**src/rtl/ahb_decoder_mux.sv**
```systemverilog
// ahb_decoder_mux: AHB-Lite address decoder and response multiplexor for one
// manager, NUM_SUBS mapped subordinates and a default subordinate.
// Optional decode-error log enabled by defining AHB_DECODE_ERR_LOG_EN.
module ahb_decoder_mux #(
   parameter int unsigned ADDR_WIDTH = 32,
   parameter int unsigned DATA_WIDTH = 32,
   parameter int unsigned NUM_SUBS   = 4,
   parameter logic [NUM_SUBS*ADDR_WIDTH-1:0] SUB_BASE = {32'h3000_0000, 32'h2000_0000,
                                                         32'h1000_0000, 32'h0000_0000},
   parameter logic [NUM_SUBS*ADDR_WIDTH-1:0] SUB_MASK = {32'hF000_0000, 32'hF000_0000,
                                                         32'hF000_0000, 32'hF000_0000}
) (
   input  logic                         HCLK,
   input  logic                         HRESETn,
   input  logic [ADDR_WIDTH-1:0]        HADDR,
   input  logic [1:0]                   HTRANS,
   output logic [NUM_SUBS-1:0]          HSEL,
   output logic                         HSEL_DEF,
   input  logic [NUM_SUBS*DATA_WIDTH-1:0] HRDATA_S,
   input  logic [NUM_SUBS*2-1:0]        HRESP_S,
   input  logic [NUM_SUBS-1:0]          HREADYOUT_S,
   input  logic [DATA_WIDTH-1:0]        HRDATA_DEF,
   input  logic [1:0]                   HRESP_DEF,
   input  logic                         HREADYOUT_DEF,
   output logic [DATA_WIDTH-1:0]        HRDATA,
   output logic [1:0]                   HRESP,
   output logic                         HREADY
`ifdef AHB_DECODE_ERR_LOG_EN
   ,
   output logic [15:0]                  DEC_ERR_CNT,
   output logic [ADDR_WIDTH-1:0]        DEC_ERR_ADDR
`endif
);

   localparam int unsigned IDX_W = (NUM_SUBS > 1) ? $clog2(NUM_SUBS) : 1;

   typedef enum logic [1:0] {
      PH_NONE,
      PH_SUB,
      PH_DEF
   } phase_t;

   phase_t                state, state_nxt;
   logic [IDX_W-1:0]      dp_idx, dp_idx_nxt;

   logic [NUM_SUBS-1:0]   match;
   logic [NUM_SUBS-1:0]   sel;
   logic [IDX_W-1:0]      hit_idx;
   logic                  hit;
   logic                  ready;
   logic                  unused_htrans0;

   // HTRANS[0] only distinguishes NONSEQ/SEQ or IDLE/BUSY; decode needs HTRANS[1] alone
   assign unused_htrans0 = HTRANS[0];

   // Raw per-slot address comparison
   always_comb begin
      match = '0;
      for (int unsigned i = 0; i < NUM_SUBS; i++) begin
         match[i] = ((HADDR & SUB_MASK[i*ADDR_WIDTH +: ADDR_WIDTH])
                     == SUB_BASE[i*ADDR_WIDTH +: ADDR_WIDTH]);
      end
   end

   // Priority pick: lowest matching slot wins, giving a one-hot or zero select
   always_comb begin
      sel     = '0;
      hit_idx = '0;
      hit     = 1'b0;
      for (int unsigned i = 0; i < NUM_SUBS; i++) begin
         if (match[i] && !hit) begin
            sel[i]  = 1'b1;
            hit_idx = i[IDX_W-1:0];
            hit     = 1'b1;
         end
      end
   end

   assign HSEL     = sel;
   assign HSEL_DEF = ~|match & HTRANS[1];

   // Data-phase owner register; async clear aborts any data phase in flight
   always_ff @(posedge HCLK or negedge HRESETn) begin
      if (!HRESETn) begin
         state  <= PH_NONE;
         dp_idx <= '0;
      end else begin
         state  <= state_nxt;
         dp_idx <= dp_idx_nxt;
      end
   end

   // Next data-phase owner: advance only on an accepted cycle, hold during wait states
   always_comb begin
      state_nxt  = state;
      dp_idx_nxt = dp_idx;
      if (ready) begin
         if (HSEL_DEF) begin
            state_nxt  = PH_DEF;
            dp_idx_nxt = '0;
         end else if (hit && HTRANS[1]) begin
            state_nxt  = PH_SUB;
            dp_idx_nxt = hit_idx;
         end else begin
            state_nxt  = PH_NONE;
            dp_idx_nxt = '0;
         end
      end
   end

   // Response mux driven only by the registered data-phase owner
   always_comb begin
      HRDATA = '0;
      HRESP  = 2'b00;
      ready  = 1'b1;
      case (state)
         PH_SUB: begin
            for (int unsigned i = 0; i < NUM_SUBS; i++) begin
               if (dp_idx == i[IDX_W-1:0]) begin
                  HRDATA = HRDATA_S[i*DATA_WIDTH +: DATA_WIDTH];
                  HRESP  = HRESP_S[i*2 +: 2];
                  ready  = HREADYOUT_S[i];
               end
            end
         end
         PH_DEF: begin
            HRDATA = HRDATA_DEF;
            HRESP  = HRESP_DEF;
            ready  = HREADYOUT_DEF;
         end
         default: begin
            HRDATA = '0;
            HRESP  = 2'b00;
            ready  = 1'b1;
         end
      endcase
   end

   assign HREADY = ready;

`ifdef AHB_DECODE_ERR_LOG_EN
   // Count and record accepted address phases that fall through to the default subordinate
   always_ff @(posedge HCLK or negedge HRESETn) begin
      if (!HRESETn) begin
         DEC_ERR_CNT  <= '0;
         DEC_ERR_ADDR <= '0;
      end else if (ready && HSEL_DEF) begin
         if (DEC_ERR_CNT != 16'hFFFF) begin
            DEC_ERR_CNT <= DEC_ERR_CNT + 16'd1;
         end
         DEC_ERR_ADDR <= HADDR;
      end
   end
`endif

endmodule

```
**config.mk**
```make
export PLATFORM = sky130hd
export DESIGN_NAME = ahb_decoder_mux
export DESIGN_NICKNAME = d
export VERILOG_FILES = /design/src/rtl/ahb_decoder_mux.sv
export SDC_FILE = /design/constraint.sdc
export NUM_CORES = 1
export LEC_CHECK = 0
export CAP_MARGIN = 20
export CELL_PAD_IN_SITES_DETAIL_PLACEMENT = 0
export CELL_PAD_IN_SITES_GLOBAL_PLACEMENT = 1
export CORE_MARGIN = 1.5
export CORE_UTILIZATION = 14
export CTS_CLUSTER_DIAMETER = 200
export CTS_CLUSTER_SIZE = 30
export DETAILED_ROUTE_END_ITERATION = 7
export PLACE_DENSITY = 0.89
export SYNTH_ARGS = -nofsm -noshare
export SYNTH_HDL_FRONTEND = slang
export SYNTH_SLANG_ARGS = --single-unit
```
**constraint.sdc**
```tcl
create_clock -name HCLK -period 5.65 [get_ports HCLK]
set_clock_uncertainty 0.05 [all_clocks]
set_input_delay 1.13 -clock HCLK [delete_from_list [all_inputs] [get_ports HCLK]]
set_output_delay 1.13 -clock HCLK [all_outputs]
set_load 0.01 [all_outputs]
```
Yosys cells after proc, flatten, opt, wreduce, memory -nomap -nowiden
Index checks and enable logic that the tools add are counted.
{"block": "totals", "ff_bits": 4, "latchBits": 0, "mem_bits_rw": 0, "rom_bits": 0, "inputBits": 211, "word_cells": 51, "n_memories": 0}
{"block": "classes", "n_addsub": 0, "n_mul": 0, "n_div": 0, "n_lt_le_gt_ge": 0, "eq_ne": 8, "n_shift": 0, "n_mux": 29, "bitwise": 1, "n_reduce_logical": 11}
{"op": "$mux 32", "count": 4}
{"op": "$pmux 32 s2", "count": 1}
{"op": "$logic_not 32->1", "count": 1}
{"op": "$mux 2", "count": 9}
{"op": "$mux 1", "count": 13}
{"op": "$eq 4x2->1 const B", "count": 2}
{"op": "$eq 2x2->1 const B", "count": 3}
{"op": "$eq 2x1->1 const B", "count": 2}
{"op": "$eq 4x1->1 const B", "count": 1}
{"op": "$logic_and 1x1->1", "count": 4}
{"op": "$logic_not 1->1", "count": 4}
{"op": "$pmux 2 s2", "count": 1}
{"op": "$reduce_or 4->1", "count": 1}
{"op": "$logic_not 2->1", "count": 1}
{"op": "$pmux 1 s2", "count": 1}
{"op": "$and 1x1->1", "count": 1}

Longest topological paths before layout
Gate-level depths: netlist (run 1).
{"block": "depth", "ltp_word": 14, "ltp_mapped": 7, "depth_no_buf": 6}

Worst setup path before layout (run 1)
OpenSTA, ideal clock, no wires.
{"block": "synth_timing", "path_kind": "input-to-output", "start": "input HREADYOUT_S[1]", "end": "output HREADY", "arrival_ps": 1904, "required_ps": 4470, "path_slack_ps": 2566, "stages": 4, "path_cell_list": "mux2i_1 > nor3b_1 > a2111oi_4 > inv_1"}
{"block": "synth_via", "elab_chain_cells": 4}
{"element": "start, declared", "line_no": "21", "rtl": "input logic [NUM_SUBS-1:0] HREADYOUT_S,"}
{"element": "$mux 1 (3 in series)", "line_no": "119", "rtl": "if (dp_idx == i[IDX_W-1:0]) begin"}
{"element": "$pmux 1 s2", "line_no": "116", "rtl": "case (state)"}
{"element": "end, declared", "line_no": "27", "rtl": "output logic HREADY"}
No other way between the ends.

Worst setup path after layout (run 1)
Same ends and word-level chain as after synthesis.

==> results of run 1 <==
==> cell usage in the layout (no fill, tap or decap), types with 5 or more instances in the layout <==
master	instances
a22oi_1	34
mux4_2	34
buf_4	5
clkdlybuf4s50_1	221
nor2_1	37
==> through the flow <==
stage,worst slack [ns],hold WS (ns)
final,1.62,0.491
after global routing,1.45,0.526
after CTS,1.58,0.495
after detailed placement,1.58,0.487
after global placement,1.59,0.477
after floorplan,2.57,0.456
==> cell usage after synthesis <==
cell,n,area share [%]
inv_1,3,0.73
nor2b_1,1,0.41
buf_2,4,1.3
buf_1,7,1.7
nor3b_1,1,0.49
nor4_1,1,0.41
a2111oi_4,1,1.8
nor2_1,37,9.1
mux2i_1,3,2.0
mux4_2,34,50
mux2_2,3,2.2
dfrtp_1,4,6.5
a22oi_1,34,17
buf_6,1,0.73
ha_1,2,1.6
and3_1,3,1.2
clkbuf_1,8,2.0
nor4b_1,1,0.57
nand2_1,3,0.73
==> worst max path at each step <==
stage	startpoint	end	depth (start not counted)
6_report	HREADYOUT_S[1]	HREADY	6
2_1_floorplan	HREADYOUT_S[1]	HREADY	4
3_3_place_gp	HREADYOUT_S[1]	HREADY	6
5_1_grt	dp_idx[0]	HRDATA[9]	5
4_1_cts	HREADYOUT_S[1]	HREADY	6
3_5_place_dp	HREADYOUT_S[1]	HREADY	6
==> worst reg2reg max path: stages (launching register included) <==
cell,delay [ns]
dfrtp_1,0.82
buf_4,0.44
nor3b_1,0.15
a2111oi_4,0.52
mux2_2,0.40
==> kinds of logic after synthesis <==
group	count (synthesis)	share of synthesized area, %
compound gates	35	18.4
mux	40	54.1
fa+ha+maj	2	1.63
flops	4	6.53
simple gates	47	12.9
buf+inv	23	6.44
==> area by class of cell <==
class | instances | area (um^2) | share of cell area, %
sequential | 4 | 101 | 2.59
tap | 140 | 175 | 4.47
clock buffer | 4 | 45.0 | 1.15
timing repair buffer | 226 | 2250 | 57.4
inverter | 3 | 11.3 | 0.287
multi-input combinational | 124 | 1340 | 34.1
==> report_power, final <==
part	internal (uW)	switching, uW	leakage (uW)
sequential	36.5	24.1	0.0000516
clock	48.3	15.8	0.0000228
combinational	425	337	0.00124
==> registers in the layout, indices dropped and copies added, names as in the netlist <==
name    cells
dp_idx      2
state       2
==> routing by layer <==
layer | share of wire [%] | up-vias | track usage [%]
met1 | 39 | 1070 | 17.3
met2 | 52 | 122 | 26.3
met3 | 9.0 | 6 | 2.91
met4 | 0.76 | 0 | 2.82
li1 | - | 1038 | -
met5 | 0 | - | 0
==> flow_metrics.env, run 1 <==
export IMPL_gp_congestion=0.756
export IMPL_crit_slowest_cell="a2111oi_4"
export IMPL_netlist_area_um2=1530
export IMPL_synth_cell_types=19
export IMPL_crit_type="in -> out"
export IMPL_routedWlPerCell_um=17.3
export IMPL_dr_pass1_iters=6
export IMPL_dieWidth_um=108
export IMPL_holdPathEnd="state[1]"
export IMPL_grt_pass1_vias=2382
export IMPL_final_nets=575
export IMPL_start_kind="input pin"
export IMPL_p_leak_uw=0.00131
export IMPL_synth_seq_cells=4
export IMPL_report_final_slew_viol_count=0
export IMPL_drt_vias_per_instance=4.46
export IMPL_tns_ns=0
export IMPL_arrival_ns=2.85
export IMPL_cts_buffers=3
export IMPL_final_min_clock_period_ns=4.03
export IMPL_ctsLongestPathBuffers=2
export IMPL_reg2reg_slack_ns=3.15
export IMPL_clockRootBuffer="clkbuf_8"
export IMPL_yosysWarnings=0
export IMPL_end_kind="primary output"
export IMPL_gr_total_overflow=0
export IMPL_cts_sinks=4
export IMPL_final_cells=501
export IMPL_crit_buf_inv=3
export IMPL_grt_start_max_net_pins=37
export IMPL_fmax_mhz=248
export IMPL_cpLargestDelayFamily="buffers and inverters"
export IMPL_cts_max_level=1
export IMPL_yosysSeqAreaShare_pct=6.53
export IMPL_grtUsageTotal_pct=14.4
export IMPL_post_cts_resized=0
export IMPL_status="complete, no violations"
export IMPL_worst_pin_slew_ns=0.818
export IMPL_total_power_uw=886
export IMPL_start_util_pct=14.3
export IMPL_avgSynthCellArea_um2=10.2
export IMPL_rsz0062_at_grt="no"
export IMPL_grt_first_pass_wirelength_mm=12.9
export IMPL_diodes=0
export IMPL_ios=251
export IMPL_die_area_um2=11600
export IMPL_setup_viol=0
export IMPL_cts_hold_fix_buffers=0
export IMPL_die_h_um=108
export IMPL_clk_pin_slew_ns=0.04
export IMPL_insertion_delay_ns=0.22
export IMPL_hold_viol=0
export IMPL_cp_max_fo=5
export IMPL_synth_nets=364
export IMPL_cts_setup_buffers=0
export IMPL_syn_instance_count=151
export IMPL_cts_tree="done"
export IMPL_crit_required_ns=4.47
export IMPL_antenna_found_initial=0
export IMPL_drc=0
export IMPL_core_um2=10700
export IMPL_rows=38
export IMPL_vdd_drop_max_v=0.000147
export IMPL_dp_hpwl_mm=7.19
export IMPL_max_stage_delay_ns=0.52
export IMPL_timing_rr_end="dp_idx[1]"
export IMPL_fin_area_um2=3920
export IMPL_dp_cells=497
export IMPL_drive_gt1_share_pct=13.0
export IMPL_r2r_start="dp_idx[1]"
export IMPL_crit_chain="clkdlybuf4s50_1 > mux2i_1 > nor3b_1 > a2111oi_4 > inv_1 > clkdlybuf4s50_1"
export IMPL_dpl_cell_area_um2=3870
export IMPL_r2r_cells=4
export IMPL_drtAntennaViolNets=0
export IMPL_relSlewSlack_pct=45.5
export IMPL_hold_path_class="reg -> reg"
export IMPL_worst_path_most_repeated_cell="clkdlybuf4s50_1"
export IMPL_whs_path_depth=1
export IMPL_min_period_over_period_pct=71.4
export IMPL_p_per_area_nw_per_um2=226
export IMPL_drtIter0Drc=122
export IMPL_fillCellCount=1074
export IMPL_io_buffers=221
export IMPL_vias=2236
export IMPL_final_core_util_pct=36.5
export IMPL_wl_mm=8.68
export IMPL_area_delta_synth_final_pct=155
export IMPL_cap_violations=0
export IMPL_hp_start="state[1]"
(Power assumes the default switching activity.)
==> run 2: changes to the inputs <==
Settings changed: CORE_UTILIZATION 14 to 13, PLACE_DENSITY 0.89 to 0.84.
Clock period 5.65 ns to 3.9 ns, I/O delays scaled along.
==> run 2 against run 1 <==
  * Power rose by 55%
  * Hold slack improved by 0.0045 ns
  * Die area rose by 7.5%
  * Routed wire length rose by 2.6%
  * Flip-flop and latch count did not move
  * Global-route usage fell by 0.65 points
  * Sequential share of layout area barely moved
  * Critical endpoint is now HRDATA[0]
==> flow_metrics.env, run 2 (synthesis results as in run 1) <==
export IMPL_hp_start="state[1]"
export IMPL_grt_met3_usage_pct=2.56
export IMPL_worst_pin_slew_ns=0.685
export IMPL_final_cells=506
export IMPL_post_cts_resized=0
export IMPL_drt_vias_per_instance=4.42
export IMPL_cpLargestDelayFamily="buffers and inverters"
export IMPL_cts_tree="done"
export IMPL_max_stage_delay_ns=0.73
export IMPL_layout_common_cells="clkdlybuf4s50_1, nor2_1, mux4_2, a22oi_1, buf_4"
export IMPL_io_buffers=221
export IMPL_ctsLongestPathBuffers=2
export IMPL_clockRootBuffer="clkbuf_16"
export IMPL_area_delta_synth_final_pct=159
export IMPL_hold_path_class="reg -> reg"
export IMPL_die_area_um2=12500
export IMPL_final_nets=577
export IMPL_top_regs="dp_idx x2, state x2"
export IMPL_timing_rr_end="dp_idx[1]"
export IMPL_dp_hpwl_mm=7.52
export IMPL_r2r_start="dp_idx[0]"
export IMPL_routedWlPerCell_um=17.6
export IMPL_r2r_cells=4
export IMPL_crit_buf_inv=2
export IMPL_layout_setup_ws_ns=0.417
export IMPL_cap_violations=0
export IMPL_dp_slack_ns=0.520
export IMPL_cts_sinks=4
export IMPL_core_um2=11500
export IMPL_hold_viol=0
export IMPL_start_kind="register"
export IMPL_min_period_over_period_pct=89.3
export IMPL_gr_total_overflow=0
export IMPL_end_kind="primary output"
export IMPL_final_core_util_pct=34.6
export IMPL_reg2reg_slack_ns=1.72
export IMPL_drtAntennaViolNets=0
export IMPL_drive_gt1_share_pct=13.8
export IMPL_whs_path_depth=1
export IMPL_die_h_um=112
export IMPL_vias=2236
export IMPL_diodes=0
export IMPL_start_util_pct=13.4
export IMPL_dieWidth_um=112
export IMPL_crit_chain="buf_4 > mux4_2 > a22oi_1 > nor2_1 > clkdlybuf4s50_1"
export IMPL_p_leak_uw=0.00134
export IMPL_final_min_clock_period_ns=3.48
export IMPL_ios=251
export IMPL_met1_usage_pct=16.7
export IMPL_status="complete, no violations"
export IMPL_busiest_layer="met2"
export IMPL_gp_congestion=0.848
export IMPL_grt_first_pass_wirelength_mm=13.5
export IMPL_report_final_slew_viol_count=0
export IMPL_grt_start_max_net_pins=35
export IMPL_rows=39
export IMPL_use_met2_pct=25.2
export IMPL_crit_slowest_cell="dfrtp_2"
export IMPL_insertion_delay_ns=0.23
export IMPL_drtIter0Drc=149
export IMPL_holdPathEnd="state[1]"
export IMPL_cts_setup_buffers=0
export IMPL_rsz0062_at_grt="no"
export IMPL_dr_pass1_iters=4
export IMPL_grt_pass1_vias=2505
export IMPL_cts_hold_fix_buffers=0
export IMPL_fmax_mhz=287
export IMPL_crit_type="reg -> out"
export IMPL_final_common_cell="clkdlybuf4s50_1"
export IMPL_tns_ns=0
export IMPL_p_per_area_nw_per_um2=346
export IMPL_wl_mm=8.90
export IMPL_drc=0
export IMPL_cp_max_fo=18
export IMPL_antenna_found_initial=0
export IMPL_setup_viol=0
export IMPL_cts_buffers=3
export IMPL_arrival_ns=2.65
export IMPL_relSlewSlack_pct=54.3
export IMPL_grtUsageTotal_pct=13.7
export IMPL_crit_required_ns=3.07
export IMPL_dp_cells=502
export IMPL_vdd_drop_max_v=0.000246
export IMPL_cts_max_level=1
export IMPL_clk_pin_slew_ns=0.03
## run 2: cell types whose count changed in the layout (fill, tap and decap cells not counted), sizes merged
cell and change:
buf +2
## run 2: worst register-to-register path, cell delays in order (launching register included)
cell	delay [ns]
dfrtp_2	0.73
mux2i_1	0.27
nor3b_1	0.09
a2111oi_4	0.52
mux2_2	0.39
## run 2: through the flow
step                power, uW  instance area [um^2]  hold slack (ns)
detailed placement       1220                  3890            0.491
global placement         1200                  3890            0.471
finish                   1370                  3970            0.496
global route             1470                  3970            0.523
CTS                      1390                  3970            0.507
floorplan                 648                  1530            0.434
## run 2: how the worst max path moves through the flow
stage / startpoint / end / slack (ns) / depth (start not counted)
CTS: dp_idx[0] / HRDATA[0] / 0.33 / 5
floorplan: HREADYOUT_S[1] / HREADY / 1.52 / 4
global placement: HREADYOUT_S[1] / HREADY / 0.52 / 6
finish: dp_idx[0] / HRDATA[0] / 0.42 / 5
global route: dp_idx[0] / HRDATA[0] / 0.23 / 5
detailed placement: HREADYOUT_S[1] / HREADY / 0.52 / 6
## run 2: layout make-up
type,count,area (um^2)
timing repair buffer,228,2260
multi-input combinational,124,1340
sequential,4,103
fill,1156,7500
tap,143,179
clock buffer,4,78.8
inverter,3,11.3
## run 2: routing by layer
metal / wire, um / vias up
li1: - / 1044
met1: 3550 / 1080
met2: 4690 / 102
met3: 581 / 10
met4: 82 / 0
met5: 0 / -
## run 2: where the power goes
part / switching (uW) / total [uW] / internal [uW]
sequential: 40.0 / 93.1 / 53.1
clock: 32.5 / 168 / 135
combinational: 484 / 1110 / 627
total: 557 / 1370 / 816
==> run 3: changes to the inputs <==
Settings changed: ABC_CLOCK_PERIOD_IN_PS from default to 3900, PLACE_DENSITY 0.84 to 0.8.
==> run 3 against run 2 <==
  * Routed wire length decreased by 0.88%
  * Maximum frequency increased by 2.8%
  * Largest power group unchanged
  * Critical endpoint is now HREADY
  * Combinational power about the same
  * Final cell count unchanged
==> flow_metrics.env, run 3 (synthesis results as in run 1) <==
export IMPL_start_kind="input pin"
export IMPL_layout_common_cells="clkdlybuf4s50_1, nor2_1, mux4_2, a22oi_1, buf_4"
export IMPL_drive_gt1_share_pct=13.8
export IMPL_holdPathEnd="state[1]"
export IMPL_ios=251
export IMPL_start_util_pct=13.4
export IMPL_cts_tree="done"
export IMPL_post_cts_resized=0
export IMPL_use_met2_pct=25.2
export IMPL_crit_required_ns=3.07
export IMPL_setup_viol=0
export IMPL_clk_pin_slew_ns=0.03
export IMPL_routedWlPerCell_um=17.4
export IMPL_p_leak_uw=0.00134
export IMPL_relSlewSlack_pct=46.7
export IMPL_layout_setup_ws_ns=0.512
export IMPL_p_per_area_nw_per_um2=345
export IMPL_drtIter0Drc=86
export IMPL_worst_pin_slew_ns=0.800
export IMPL_cts_setup_buffers=0
export IMPL_insertion_delay_ns=0.22
export IMPL_tns_ns=0
export IMPL_area_delta_synth_final_pct=159
export IMPL_whs_path_depth=1
export IMPL_rows=39
export IMPL_cp_max_fo=5
export IMPL_antenna_found_initial=0
export IMPL_dp_hpwl_mm=7.38
export IMPL_top_regs="dp_idx x2, state x2"
export IMPL_cts_hold_fix_buffers=0
export IMPL_wl_mm=8.83
export IMPL_vdd_drop_max_v=0.000210
export IMPL_reg2reg_slack_ns=1.65
export IMPL_hp_start="state[1]"
export IMPL_drtAntennaViolNets=0
export IMPL_vias=2208
export IMPL_ctsLongestPathBuffers=2
export IMPL_min_period_over_period_pct=86.9
export IMPL_hold_path_class="reg -> reg"
export IMPL_crit_type="in -> out"
export IMPL_arrival_ns=2.56
export IMPL_fillCellCount=1163
export IMPL_cts_sinks=4
export IMPL_fmax_mhz=295
export IMPL_grtUsageTotal_pct=13.5
export IMPL_final_common_cell="clkdlybuf4s50_1"
export IMPL_grt_met3_usage_pct=1.91
export IMPL_drt_vias_per_instance=4.36
export IMPL_timing_rr_end="state[1]"
export IMPL_report_final_slew_viol_count=0
export IMPL_final_nets=577
export IMPL_gp_congestion=0.864
export IMPL_dr_pass1_iters=4
export IMPL_gr_total_overflow=0
export IMPL_clockRootBuffer="clkbuf_16"
export IMPL_cts_buffers=3
export IMPL_met1_usage_pct=16.7
export IMPL_cap_violations=0
export IMPL_diodes=0
export IMPL_hold_viol=0
export IMPL_dieWidth_um=112
export IMPL_rsz0062_at_grt="no"
export IMPL_r2r_cells=5
export IMPL_end_kind="primary output"
export IMPL_final_min_clock_period_ns=3.39
export IMPL_die_h_um=112
export IMPL_busiest_layer="met2"
export IMPL_drc=0
export IMPL_grt_start_max_net_pins=35
export IMPL_r2r_start="state[1]"
export IMPL_cts_max_level=1
export IMPL_die_area_um2=12500
export IMPL_dp_slack_ns=0.532
export IMPL_core_um2=11500
export IMPL_io_buffers=221
export IMPL_status="complete, no violations"
export IMPL_grt_pass1_vias=2387
export IMPL_grt_first_pass_wirelength_mm=13.2
export IMPL_total_power_uw=1370
-- run 3: cell counts in the layout (fill, tap and decap cells not counted) --
Identical to the previous run, type by type.
-- run 3: routing by layer --
metal | share of wire (%) | wire length [um] | up-vias
li1 | - | - | 1046
met1 | 41 | 3640 | 1060
met2 | 53 | 4690 | 98
met3 | 5.4 | 479 | 4
met4 | 0.26 | 23 | 0
met5 | 0 | 0 | -
-- run 3: critical path, stage by stage --
cell             delay [ns]
clkdlybuf4s50_1        0.40
mux2i_1                0.16
nor3b_1                0.10
a2111oi_4              0.53
inv_1                  0.09
clkdlybuf4s50_1        0.50
-- run 3: through the flow --
stage / utilization (%) / cells / hold slack, ns / area, um^2
3_5_place_dp: 33.9 / 502 / 0.497 / 3890
3_3_place_gp: 33.9 / 502 / 0.470 / 3890
5_1_grt: 34.6 / 506 / 0.523 / 3970
4_1_cts: 34.6 / 506 / 0.504 / 3970
6_report: 34.6 / 506 / 0.505 / 3970
2_1_floorplan: - / 151 / 0.434 / 1530
-- run 3: cell type report --
cell class / instances / area, um^2 / share of cell area [%]
clock buffer: 4 / 78.8 / 1.98
inverter: 3 / 11.3 / 0.284
multi-input combinational: 124 / 1340 / 33.6
sequential: 4 / 103 / 2.58
tap: 143 / 179 / 4.51
timing repair buffer: 228 / 2260 / 57.0
-- run 3: how the worst max path moves through the flow --
stage | from | end | slack (ns) | cells past startpoint
finish | HREADYOUT_S[1] | HREADY | 0.51 | 6
global route | HREADYOUT_S[1] | HREADY | 0.38 | 6
detailed placement | HREADYOUT_S[1] | HREADY | 0.53 | 6
floorplan | HREADYOUT_S[1] | HREADY | 1.52 | 4
CTS | state[1] | HRDATA[0] | 0.42 | 6
global placement | HREADYOUT_S[1] | HREADY | 0.55 | 6
-- run 3: where the power goes --
part | total, uW | internal, uW | switching, uW | leakage, uW
logic | 1120 | 630 | 495 | 0.00125
clock network | 164 | 135 | 28.8 | 0.0000382
registers | 82.4 | 53.5 | 29.0 | 0.0000500
total | 1370 | 818 | 553 | 0.00134
